==> config.mk <==
export PLATFORM = sky130hd
export DESIGN_NAME = sub_word_seq
export DESIGN_NICKNAME = d
export VERILOG_FILES = /design/src/rtl/aes_kx_pkg.sv /design/src/rtl/gf4_mul.sv /design/src/rtl/sbox_cf.sv /design/src/rtl/sub_word_seq.sv
export SDC_FILE = /design/constraint.sdc
export NUM_CORES = 1
export LEC_CHECK = 0
export CELL_PAD_IN_SITES_DETAIL_PLACEMENT = 0
export CELL_PAD_IN_SITES_GLOBAL_PLACEMENT = 2
export CORE_AREA = 2 2 166 119
export CTS_CLUSTER_SIZE = 10
export DETAILED_ROUTE_END_ITERATION = 8
export DIE_AREA = 0 0 168 121
export GPL_ROUTABILITY_DRIVEN = 0
export MAX_ROUTING_LAYER = met4
export PLACE_DENSITY = 0.72
export SLEW_MARGIN = 20
export SYNTH_ARGS = -nofsm -noshare
export SYNTH_HDL_FRONTEND = slang
export SYNTH_SLANG_ARGS = --single-unit
==> constraint.sdc <==
create_clock -name clk -period 5.7 [get_ports clk]
set_input_delay 0.855 -clock clk [delete_from_list [all_inputs] [get_ports clk]]
set_output_delay 0.855 -clock clk [all_outputs]
set_load 0.05 [all_outputs]
==> src/rtl/aes_kx_pkg.sv <==
// Shared definitions for the AES key-expansion datapath: FSM states, GF(2^4)
// and composite-field constants, and the basis-change matrices between the
// AES field GF(2^8)/0x11B and GF((2^4)^2) built on x^4+x+1 and x^2+x+lambda.
package aes_kx_pkg;

  typedef enum logic [1:0] {
    ST_IDLE = 2'd0,
    ST_RUN  = 2'd1,
    ST_DONE = 2'd2
  } state_t;

  localparam logic [4:0] GF4_POLY   = 5'b10011;  // x^4 + x + 1
  localparam logic [3:0] GF4_LAMBDA = 4'hC;      // x^2 + x + lambda is irreducible over GF(2^4)
  localparam logic [7:0] AFFINE_C   = 8'h63;
  localparam logic [7:0] AES_RED    = 8'h1B;     // low byte of x^8+x^4+x^3+x+1

  function automatic logic [3:0] gf4_mul_f(input logic [3:0] a, input logic [3:0] b);
    logic [3:0] p;
    logic [3:0] aa;
    p  = 4'h0;
    aa = a;
    for (int i = 0; i < 4; i++) begin
      if (b[i]) p = p ^ aa;
      aa = {aa[2:0], 1'b0} ^ (aa[3] ? GF4_POLY[3:0] : 4'h0);
    end
    return p;
  endfunction

  function automatic logic [3:0] gf4_sq(input logic [3:0] a);
    return gf4_mul_f(a, a);
  endfunction

  // Inverse table for GF(2^4)/x^4+x+1; 0 maps to 0.
  function automatic logic [3:0] gf4_inv(input logic [3:0] a);
    logic [3:0] r;
    case (a)
      4'h0: r = 4'h0;  4'h1: r = 4'h1;  4'h2: r = 4'h9;  4'h3: r = 4'hE;
      4'h4: r = 4'hD;  4'h5: r = 4'hB;  4'h6: r = 4'h7;  4'h7: r = 4'h6;
      4'h8: r = 4'hF;  4'h9: r = 4'h2;  4'hA: r = 4'hC;  4'hB: r = 4'h5;
      4'hC: r = 4'hA;  4'hD: r = 4'h4;  4'hE: r = 4'h3;  default: r = 4'h8;
    endcase
    return r;
  endfunction

  function automatic logic [7:0] gf8_mul(input logic [7:0] a, input logic [7:0] b);
    logic [7:0] p;
    logic [7:0] aa;
    p  = 8'h00;
    aa = a;
    for (int i = 0; i < 8; i++) begin
      if (b[i]) p = p ^ aa;
      aa = {aa[6:0], 1'b0} ^ (aa[7] ? AES_RED : 8'h00);
    end
    return p;
  endfunction

  // GF(2) matrix-vector product; cols[8j+7:8j] is the image of input bit j.
  function automatic logic [7:0] mat_apply(input logic [63:0] cols, input logic [7:0] v);
    logic [7:0] r;
    r = 8'h00;
    for (int j = 0; j < 8; j++)
      if (v[j]) r = r ^ cols[8*j +: 8];
    return r;
  endfunction

  // Composite -> AES basis. Find Y (root of y^4+y+1) and X (root of
  // x^2+x+lambda(Y)) inside the AES field; composite bit i is Y^i, bit 4+i is Y^i*X.
  function automatic logic [63:0] calc_iso_inv();
    logic [7:0]  y, xa, lam, yp, c, c2;
    logic [63:0] cols;
    y    = 8'h00;
    xa   = 8'h00;
    lam  = 8'h00;
    cols = 64'h0;
    for (int k = 2; k < 256; k++) begin
      c  = 8'(k);
      c2 = gf8_mul(c, c);
      if (y == 8'h00 && (gf8_mul(c2, c2) ^ c ^ 8'h01) == 8'h00) y = c;
    end
    yp = 8'h01;
    for (int i = 0; i < 4; i++) begin
      if (GF4_LAMBDA[i]) lam = lam ^ yp;
      yp = gf8_mul(yp, y);
    end
    for (int k = 1; k < 256; k++) begin
      c = 8'(k);
      if (xa == 8'h00 && (gf8_mul(c, c) ^ c ^ lam) == 8'h00) xa = c;
    end
    yp = 8'h01;
    for (int i = 0; i < 4; i++) begin
      cols[8*i +: 8]     = yp;
      cols[8*(i+4) +: 8] = gf8_mul(yp, xa);
      yp = gf8_mul(yp, y);
    end
    return cols;
  endfunction

  // AES -> composite basis: invert the matrix above column by column.
  function automatic logic [63:0] calc_iso(input logic [63:0] inv_cols);
    logic [63:0] cols;
    cols = 64'h0;
    for (int k = 0; k < 8; k++)
      for (int v = 0; v < 256; v++)
        if (mat_apply(inv_cols, 8'(v)) == (8'h01 << k)) cols[8*k +: 8] = 8'(v);
    return cols;
  endfunction

  localparam logic [63:0] ISO_INV = calc_iso_inv();
  localparam logic [63:0] ISO_FWD = calc_iso(ISO_INV);

  function automatic logic [7:0] affine(input logic [7:0] b);
    logic [7:0] r;
    for (int i = 0; i < 8; i++)
      r[i] = b[i] ^ b[3'(i + 4)] ^ b[3'(i + 5)] ^ b[3'(i + 6)] ^ b[3'(i + 7)] ^ AFFINE_C[i];
    return r;
  endfunction

endpackage

==> src/rtl/gf4_mul.sv <==
// GF(2^4) multiplier over x^4+x+1, purely combinational.
module gf4_mul
  import aes_kx_pkg::*;
(
  input  logic [3:0] a,
  input  logic [3:0] b,
  output logic [3:0] p
);

  logic [3:0] acc;
  logic [3:0] sh;

  // Shift-and-add with reduction on each shift.
  always_comb begin
    acc = 4'h0;
    sh  = a;
    for (int i = 0; i < 4; i++) begin
      if (b[i]) acc = acc ^ sh;
      sh = {sh[2:0], 1'b0} ^ (sh[3] ? GF4_POLY[3:0] : 4'h0);
    end
  end

  assign p = acc;

endmodule

==> src/rtl/sbox_cf.sv <==
// Composite-field AES S-box. Inversion is done in GF((2^4)^2):
// (h*X + l)^-1 = h*d^-1 * X + (h+l)*d^-1, d = lambda*h^2 + l*(h+l).
// With SBOX_REG=1 the inverted byte is registered ahead of the affine stage.
module sbox_cf
  import aes_kx_pkg::*;
#(
  parameter bit SBOX_REG = 1'b0
) (
  input  logic       clk,
  input  logic       rst_n,
  input  logic [7:0] in_byte,
  output logic [7:0] out_byte
);

  logic [7:0] iso_b;
  logic [3:0] hi, lo, hl_sum;
  logic [3:0] l_hl, d, d_inv;
  logic [3:0] inv_hi, inv_lo;
  logic [7:0] inv_b;
  logic [7:0] aff_in;

  assign iso_b  = mat_apply(ISO_FWD, in_byte);
  assign hi     = iso_b[7:4];
  assign lo     = iso_b[3:0];
  assign hl_sum = hi ^ lo;

  gf4_mul u_mul_d  (.a(lo),     .b(hl_sum), .p(l_hl));

  assign d     = gf4_mul_f(GF4_LAMBDA, gf4_sq(hi)) ^ l_hl;
  assign d_inv = gf4_inv(d);

  gf4_mul u_mul_hi (.a(hi),     .b(d_inv),  .p(inv_hi));
  gf4_mul u_mul_lo (.a(hl_sum), .b(d_inv),  .p(inv_lo));

  assign inv_b = mat_apply(ISO_INV, {inv_hi, inv_lo});

  generate
    if (SBOX_REG) begin : g_reg
      logic [7:0] inv_q;
      // Pipeline register between inversion and affine stage.
      always_ff @(posedge clk or negedge rst_n) begin
        if (!rst_n) inv_q <= 8'h00;
        else        inv_q <= inv_b;
      end
      assign aff_in = inv_q;
    end else begin : g_comb
      logic unused_clk_rst;
      assign unused_clk_rst = clk ^ rst_n;
      assign aff_in = inv_b;
    end
  endgenerate

  assign out_byte = affine(aff_in);

endmodule

==> src/rtl/sub_word_seq.sv <==
// Sequential RotWord/SubWord/Rcon unit: one shared S-box, one byte per slot,
// least-significant byte first, result held until the consumer takes it.
//
//   state   | meaning
//   --------+----------------------------------------------------------
//   ST_IDLE | in_ready=1, waiting for a word
//   ST_RUN  | substituting byte idx; one slot = 1 cycle (2 with SBOX_REG)
//   ST_DONE | out_valid=1, out_word held until out_ready
module sub_word_seq
  import aes_kx_pkg::*;
#(
  parameter bit SBOX_REG = 1'b0
) (
  input  logic        clk,
  input  logic        rst_n,
  input  logic        in_valid,
  output logic        in_ready,
  input  logic [31:0] in_word,
  input  logic        in_rot,
  input  logic [7:0]  in_rcon,
  output logic        out_valid,
  input  logic        out_ready,
  output logic [31:0] out_word
);

  state_t      state, state_nxt;
  logic [1:0]  idx, idx_nxt;
  logic        phase, phase_nxt;
  logic [31:0] word_q, word_nxt;
  logic [31:0] res_q, res_nxt;
  logic [7:0]  rcon_q, rcon_nxt;
  logic [7:0]  sb_in, sb_out;
  logic        slot_end;

  // Byte select feeding the shared S-box.
  always_comb begin
    sb_in = word_q[7:0];
    case (idx)
      2'd0:    sb_in = word_q[7:0];
      2'd1:    sb_in = word_q[15:8];
      2'd2:    sb_in = word_q[23:16];
      default: sb_in = word_q[31:24];
    endcase
  end

  sbox_cf #(.SBOX_REG(SBOX_REG)) u_sbox (
    .clk      (clk),
    .rst_n    (rst_n),
    .in_byte  (sb_in),
    .out_byte (sb_out)
  );

  // With the registered S-box the result is ready on the second cycle of a slot.
  assign slot_end = SBOX_REG ? phase : 1'b1;

  // Next-state, byte counter and result-register update.
  always_comb begin
    state_nxt = state;
    idx_nxt   = idx;
    phase_nxt = phase;
    word_nxt  = word_q;
    rcon_nxt  = rcon_q;
    res_nxt   = res_q;
    case (state)
      ST_IDLE: begin
        if (in_valid) begin
          word_nxt  = in_rot ? {in_word[23:0], in_word[31:24]} : in_word;
          rcon_nxt  = in_rcon;
          idx_nxt   = 2'd0;
          phase_nxt = 1'b0;
          state_nxt = ST_RUN;
        end
      end
      ST_RUN: begin
        phase_nxt = ~phase;
        if (slot_end) begin
          phase_nxt = 1'b0;
          case (idx)
            2'd0:    res_nxt[7:0]   = sb_out;
            2'd1:    res_nxt[15:8]  = sb_out;
            2'd2:    res_nxt[23:16] = sb_out;
            default: res_nxt[31:24] = sb_out ^ rcon_q;
          endcase
          if (idx == 2'd3) state_nxt = ST_DONE;
          else             idx_nxt   = idx + 2'd1;
        end
      end
      ST_DONE: begin
        if (out_ready) state_nxt = ST_IDLE;
      end
      default: state_nxt = ST_IDLE;
    endcase
  end

  // State, counter and word registers.
  always_ff @(posedge clk or negedge rst_n) begin
    if (!rst_n) begin
      state  <= ST_IDLE;
      idx    <= 2'd0;
      phase  <= 1'b0;
      word_q <= 32'h0;
      res_q  <= 32'h0;
      rcon_q <= 8'h00;
    end else begin
      state  <= state_nxt;
      idx    <= idx_nxt;
      phase  <= phase_nxt;
      word_q <= word_nxt;
      res_q  <= res_nxt;
      rcon_q <= rcon_nxt;
    end
  end

  assign in_ready  = (state == ST_IDLE);
  assign out_valid = (state == ST_DONE);
  assign out_word  = res_q;

endmodule
* Word level (Yosys, flattened, before mapping)
Memories as Yosys holds them, arrays and structs flattened.
Index checks and enable logic that the tools add are counted.
Widths: inputs -> output; s select.
** Word-level totals
- Bits in registers :: 70
- Latch bits :: 0
- RAM bits :: 0
- ROM bits :: 64
- Bits of input ports :: 45
- Word-level logic and storage cells :: 131
- Memories kept :: 1
** Memories
- (name not given) :: depth 16, bits a word 4, read ports 1, clocked after memory_dff 0, wr ports 0, RTL line aes_kx_pkg.sv:36 : case (a)
** Cells by class
- Add/sub/neg operators :: 1
- Multipliers :: 0
- Divide/modulo/power cells :: 0
- $lt $le $gt $ge :: 0
- Equality and inequality tests :: 9
- Shift-type cells :: 0
- Muxes and demuxes :: 53
- Bitwise gates (word level) :: 48
- Reductions and logical operators :: 11
** Operators with widths (number)
- $mux 4 :: 20
- $xor 4x4->4 :: 14
- $xor 4x2->4 :: 9
- $mux 32 :: 1
- $mux 2 :: 14
- $pmux 8 s3 :: 1
- $mux 7 :: 3
- $mux 6 :: 3
- $mux 8 :: 2
- $mux 5 :: 3
- $not 5->5 :: 3
- $reduce_and 2->1 :: 5
- $not 3->3 :: 3
- $xor 7x8->8 :: 1
- $eq 2x2->1 const B :: 3
- $mux 3 :: 2
- $ne 2x2->1 const B :: 3
- $not 2->2 :: 3
- $not 5->6 :: 1
- $not 6->6 :: 1
- $pmux 2 s3 :: 1
- $reduce_and 3->1 :: 2
- $xor 1x1->1 :: 6
- $eq 2x1->1 const B :: 2
- other kinds (11) :: 16

* Logic depth before layout (Yosys ltp)
Gate-level depths: netlist (run 1).
An unclocked memory read counts as a cell.
- Depth after elaboration :: 57
- Mapped depth :: 28
- Depth with buffers taken out :: 24

* Modules after synthesis
Synthesis (run 1) repeated with hierarchy kept, for this count alone.
** Unflattened totals
- Cells, all modules :: 442
- Area total of the unflattened synthesis :: 5241.3 µm²
** Modules (own cells, without submodules)
- sub_word_seq :: times used 1, cells an instance 252, area an instance 3676.0 µm²
- sbox_cf :: times used 1, cells an instance 85, area an instance 797.0 µm²
- gf4_mul (u_sbox.u_mul_hi ...) :: times used 2, cells an instance 35, area an instance 254.0 µm²
- gf4_mul (u_sbox.u_mul_d) :: times used 1, cells an instance 35, area an instance 260.2 µm²

* Least setup slack after synthesis (run 1)
No wires, ideal clock.
- Path kind :: register to register
- From :: register idx[0]
- To :: register res_q[28] (netlist: out_word[28])
- Setup time :: 0.125 ns
- Arrival time :: 6.010 ns
- Required time :: 5.575 ns
- Setup slack :: -0.435 ns
- Cell stages (with the launch flop) :: 28
- Cell sequence :: dfrtp_1 -> inv_1 -> ha_1 -> buf_6 -> a222oi_1 -> mux2i_2 -> clkbuf_1 -> xnor2_1 -> xnor2_1 -> ha_1 -> clkbuf_1 -> xnor2_1 -> xnor2_1 -> nor2_1 -> xnor2_1 -> mux2i_1 -> xnor2_2 -> ha_1 -> xnor2_1 -> mux2_4 -> buf_2 -> or4_1 -> nand4_1 -> xnor2_1 -> xor3_2 -> xnor3_2 -> xor2_1 -> o21ai_1
** Between the ends
- Cells in the longest elaborated chain, start to end :: 46
- Elaborated cells on any way between the ends :: 94
- Those cells by class :: eq/ne: 2; mux: 45; bitwise: 43; reduce/logical: 3; memory: 1
** Ends and longest elaborated chain
- from (decl) :: RTL line sub_word_seq.sv:27 : logic [1:0] idx, idx_nxt;
- from (signal assigned) :: RTL line sub_word_seq.sv:106 : idx <= idx_nxt;
- $eq 2x2->1 (tied with other cells) :: RTL line sub_word_seq.sv:38, sub_word_seq.sv:78
- $pmux 8 s3 :: RTL line sub_word_seq.sv:38 : case (idx)
- $mux 6 :: RTL line aes_kx_pkg.sv:62 : if (v[j]) r = r ^ cols[8*j +: 8];
- $mux 7 (2 in series) :: RTL line aes_kx_pkg.sv:62
- $not 5->5 (no source line)
- $mux 6 :: RTL line aes_kx_pkg.sv:62
- $mux 8 :: RTL line aes_kx_pkg.sv:62
- $not 6->6 (no source line)
- [... 25 more ...]
- $mux 5 (2 in series) :: RTL line aes_kx_pkg.sv:62
- $not 5->5 (no source line)
- $mux 5 :: RTL line aes_kx_pkg.sv:62
- $mux 3 :: RTL line aes_kx_pkg.sv:62
- $not 3->3 (no source line)
- $mux 4 :: RTL line aes_kx_pkg.sv:62
- $xor 1x1->1 (4 in series) :: RTL line aes_kx_pkg.sv:114 : r[i] = b[i] ^ b[3'(i + 4)] ^ b[3'(i + 5)] ^ b[3'(i + 6)] ^ b[3'(i + 7)] ^ AFFINE_C[i];
- $xor 7x8->8 :: RTL line sub_word_seq.sv:82 : default: res_nxt[31:24] = sb_out ^ rcon_q;
- to (signal assigned) :: RTL line sub_word_seq.sv:109 : res_q <= res_nxt;
- to (decl) :: RTL line sub_word_seq.sv:30 : logic [31:0] res_q, res_nxt;
Several ways; a longest one is shown, not always the timed one.
A chain may end at the register's enable or synchronous reset.

* Final worst setup path (run 1)
Same ends and word-level chain as after synthesis.

==> flow_metrics.py, run 1 <==
metrics = {
    "yosys": {
        "synth_edf_count": 0,
        "synth_area_leaders": "dfrtp_1, mux2i_1, xnor2_1",
        "synth_cell_types": 68,
        "ys_top_cells_by_count": "dfrtp_1, nor2_1, mux2i_1",
        "yosysWarnings": 0,
        "synthCells": 533,
        "ys_seq_area_share_pct": 32.5,
        "synth_top_area_share_pct": 32.5,
        "yosys.area.top_type": "dfrtp_1",
        "syn_area_per_cell_sq_um": 9.68,
        "synth_flop_cell": "dfrtp_1",
        "ys_seq_elements": 67,
        "yosysMostFrequentCell": "dfrtp_1",
        "synthesis.area_sq_um": 5160,
        "async_reset_ff_share_pct": 100,
    },
    "worst_setup_path": {
        "setup.worst_path.class": "register to register",
        "cpPeakStageDelay_ps": 500,
        "critPathSlowestCell": "or4_1",
        "cp.arrival_ps": 5820,
        "cp.required_ps": 5890,
        "rr_worst_depth": 24,
        "path_cells": "inv_2 -> ha_4 -> a222oi_1 -> mux2i_4 -> xnor2_4 -> xnor2_2 -> ha_4 -> xnor2_4 -> xnor2_2 -> buf_4 -> maj3_2 -> xnor2_4 -> buf_6 -> ha_4 -> xnor2_2 -> mux2_4 -> buf_6 -> or4_1 -> nand4_1 -> xnor2_2 -> xor3_2 -> xnor3_2 -> xor2_1 -> o21ai_1",
        "critPathBufInv": 4,
        "path_max_fanout": 5,
        "path_common_cell": "xnor2_2",
        "cp_top_family": "XOR/XNOR gates",
        "start_kind": "register",
        "reg2reg_setup_slack_ps": 80,
        "rr_endpoint": "out_word[28]",
        "r2r_start": "idx[0]",
        "end_kind": "register",
    },
    "clocking": {
        "cts_root_buffer": "clkbuf_16",
        "cts.sinks": 67,
        "cts_tree": "done",
        "numCtsBuffers": 9,
        "htreeDepth": 3,
        "clk_latency_ps": 340,
        "clk_pin_slew_ps": 60,
        "cts_buffer_depth": 2,
    },
    "drt": {
        "vias_per_cell": 4.80,
        "post-route-drc-count": 0,
        "drtIter0Drc": 196,
        "routedWlPerCell_um": 15.8,
        "ant_nets": 0,
        "drt-total-wl_mm": 14.4,
        "drtPass1Iterations": 4,
        "num_vias": 4381,
    },
    "layout": {
        "stdcell_count": 913,
        "area_growth_pct": 41.9,
        "drive_gt1_share_pct": 29.2,
        "fin_nets": 724,
        "antennaDiodeCount": 0,
    },
    "global_route": {
        "grt-ovfl-total": 0,
        "grt_pass1_vias": 4413,
        "grt_first_pass_wirelength_mm": 22.9,
        "antenna_found_initial": 0,
        "grt_util_all_layers_pct": 14.6,
        "grt_max_degree": 68,
    },
    "sta": {
        "timing_worst_slew_pin_value_ps": 863,
        "timing.final.crit_share_pct": 98.6,
        "finalCriticalPeriod_ps": 5620,
        "clock_skew_ps": 11.2,
        "setup_tns_ps": 0,
        "final_max_slew_viol_count": 0,
        "setup_viol": 0,
        "rsz0062_at_grt": "yes",
        "slew_headroom_pct": 42.4,
        "hold_violations": 0,
        "max_freq_mhz": 178,
    },
    "die": {
        "die-area_sq_um": 20300,
        "io_pins": 79,
        "die_y_um": 121,
        "core_area_sq_um": 18700,
        "rows": 42,
        "initial_core_util_pct": 27.7,
        "die_x_um": 168,
    },
    "hold_path": {
        "hold_start": "rcon_q[6]",
        "whs_endpoint": "out_word[30]",
        "hold_path.class": "register to register",
        "holdPathStages": 1,
    },
    "flow_run": {
        "cap_violations": 0,
    },
    "outcome": {
        "outcome": "finished clean",
    },
    "place": {
        "place.detailed.hpwl_mm": 10.7,
        "io_buffers": 75,
        "placed_cells": 863,
    },
}
==> layout make-up <==
type,count,area (sq um)
fillers,1807,11300
multi-input cells,410,3520
clock inverters,6,90.1
inverters,19,73.8
clock buffers,10,229
repair buffers,159,1430
well taps,242,303
flip-flops and latches,67,1680
==> kinds of logic (layout without fill, tap and decap cells) <==
kind of cell / Yosys count / count (layout) / synth area share (%)
and+or+nand+nor: 132 / 132 / 11.0
AOI/OAI and AO/OA: 126 / 126 / 16.5
muxes: 68 / 68 / 14.2
xor gates and xnor gates: 67 / 67 / 16.8
DFF: 67 / 67 / 32.5
buffers and inverters: 58 / 194 / 5.55
adders and majority gates: 14 / 14 / 3.37
other: 1 / 3 / 0.0727
==> placed cells by master, fill, tap and decap left out, types with 17 or more instances in the layout <==
cell             Yosys  layout
a21oi_1             46      44
buf_4               12      73
clkdlybuf4s50_1      0      73
dfrtp_1             67      67
mux2i_1             51      49
nand2_1             41      41
nor2_1              53      51
o21ai_0             22      21
xnor2_1             31      20
xnor2_2              9      17
==> metal layers <==
metal  wire length [um]  track usage, %  vias to the layer above
li1                   -               -                     2129
met1               7390            20.7                     2118
met2               6140            21.2                      125
met3                845            3.95                        9
met4                 76            2.17                        0
met5                  0               -                        -
==> state kept, by name, summed over array words and instances (netlist names) <==
register	count
rcon_q	8
idx	2
word_q	32
out_word	23
state	2
==> worst max-delay path by stage <==
stage / startpoint / to / slack (ps) / depth (start not counted)
6_report: idx[0] / out_word[28] / 80 / 24
5_1_grt: idx[0] / out_word[28] / -190 / 24
4_1_cts: idx[0] / out_word[28] / 3 / 25
3_5_place_dp: idx[0] / out_word[28] / -100 / 25
3_3_place_gp: idx[0] / out_word[28] / 50 / 20
2_1_floorplan: idx[0] / out_word[28] / -200 / 27
==> stage by stage <==
step	utilization, %	hold slack, ps	setup slack (ps)	area [sq um]
floorplan	-	436	-204	5230
global placement	34.4	443	53.1	6420
detailed placement	34.4	465	-97.9	6420
CTS	36.5	468	2.81	6810
global route	39.2	499	-187	7320
finish	39.2	463	78.0	7320
==> timing repair <==
item	in CTS	in global routing
pin swaps	5	41
hold buffers	0	0
endpoints found under the setup margin	9	16
hold endpoints to repair	0	0
resized for setup	6	54
buffers inserted	4	31
Power of run 1 is not shown: default switching activity piles up to over one toggle a cycle in this logic, so the estimate is an artifact.
==> run 2: changes to the inputs <==
--- a/config.mk
+++ b/config.mk
@@ -12,6 +12,7 @@
 export DETAILED_ROUTE_END_ITERATION = 8
 export DIE_AREA = 0 0 168 121
 export GPL_ROUTABILITY_DRIVEN = 0
+export HOLD_SLACK_MARGIN = 0.05
 export MAX_ROUTING_LAYER = met4
 export PLACE_DENSITY = 0.72
 export SLEW_MARGIN = 20
==> results of run 2 <==
Final layout, timing and power as in run 1 (identical DEF).
Power of run 2 is left out for the same reason.
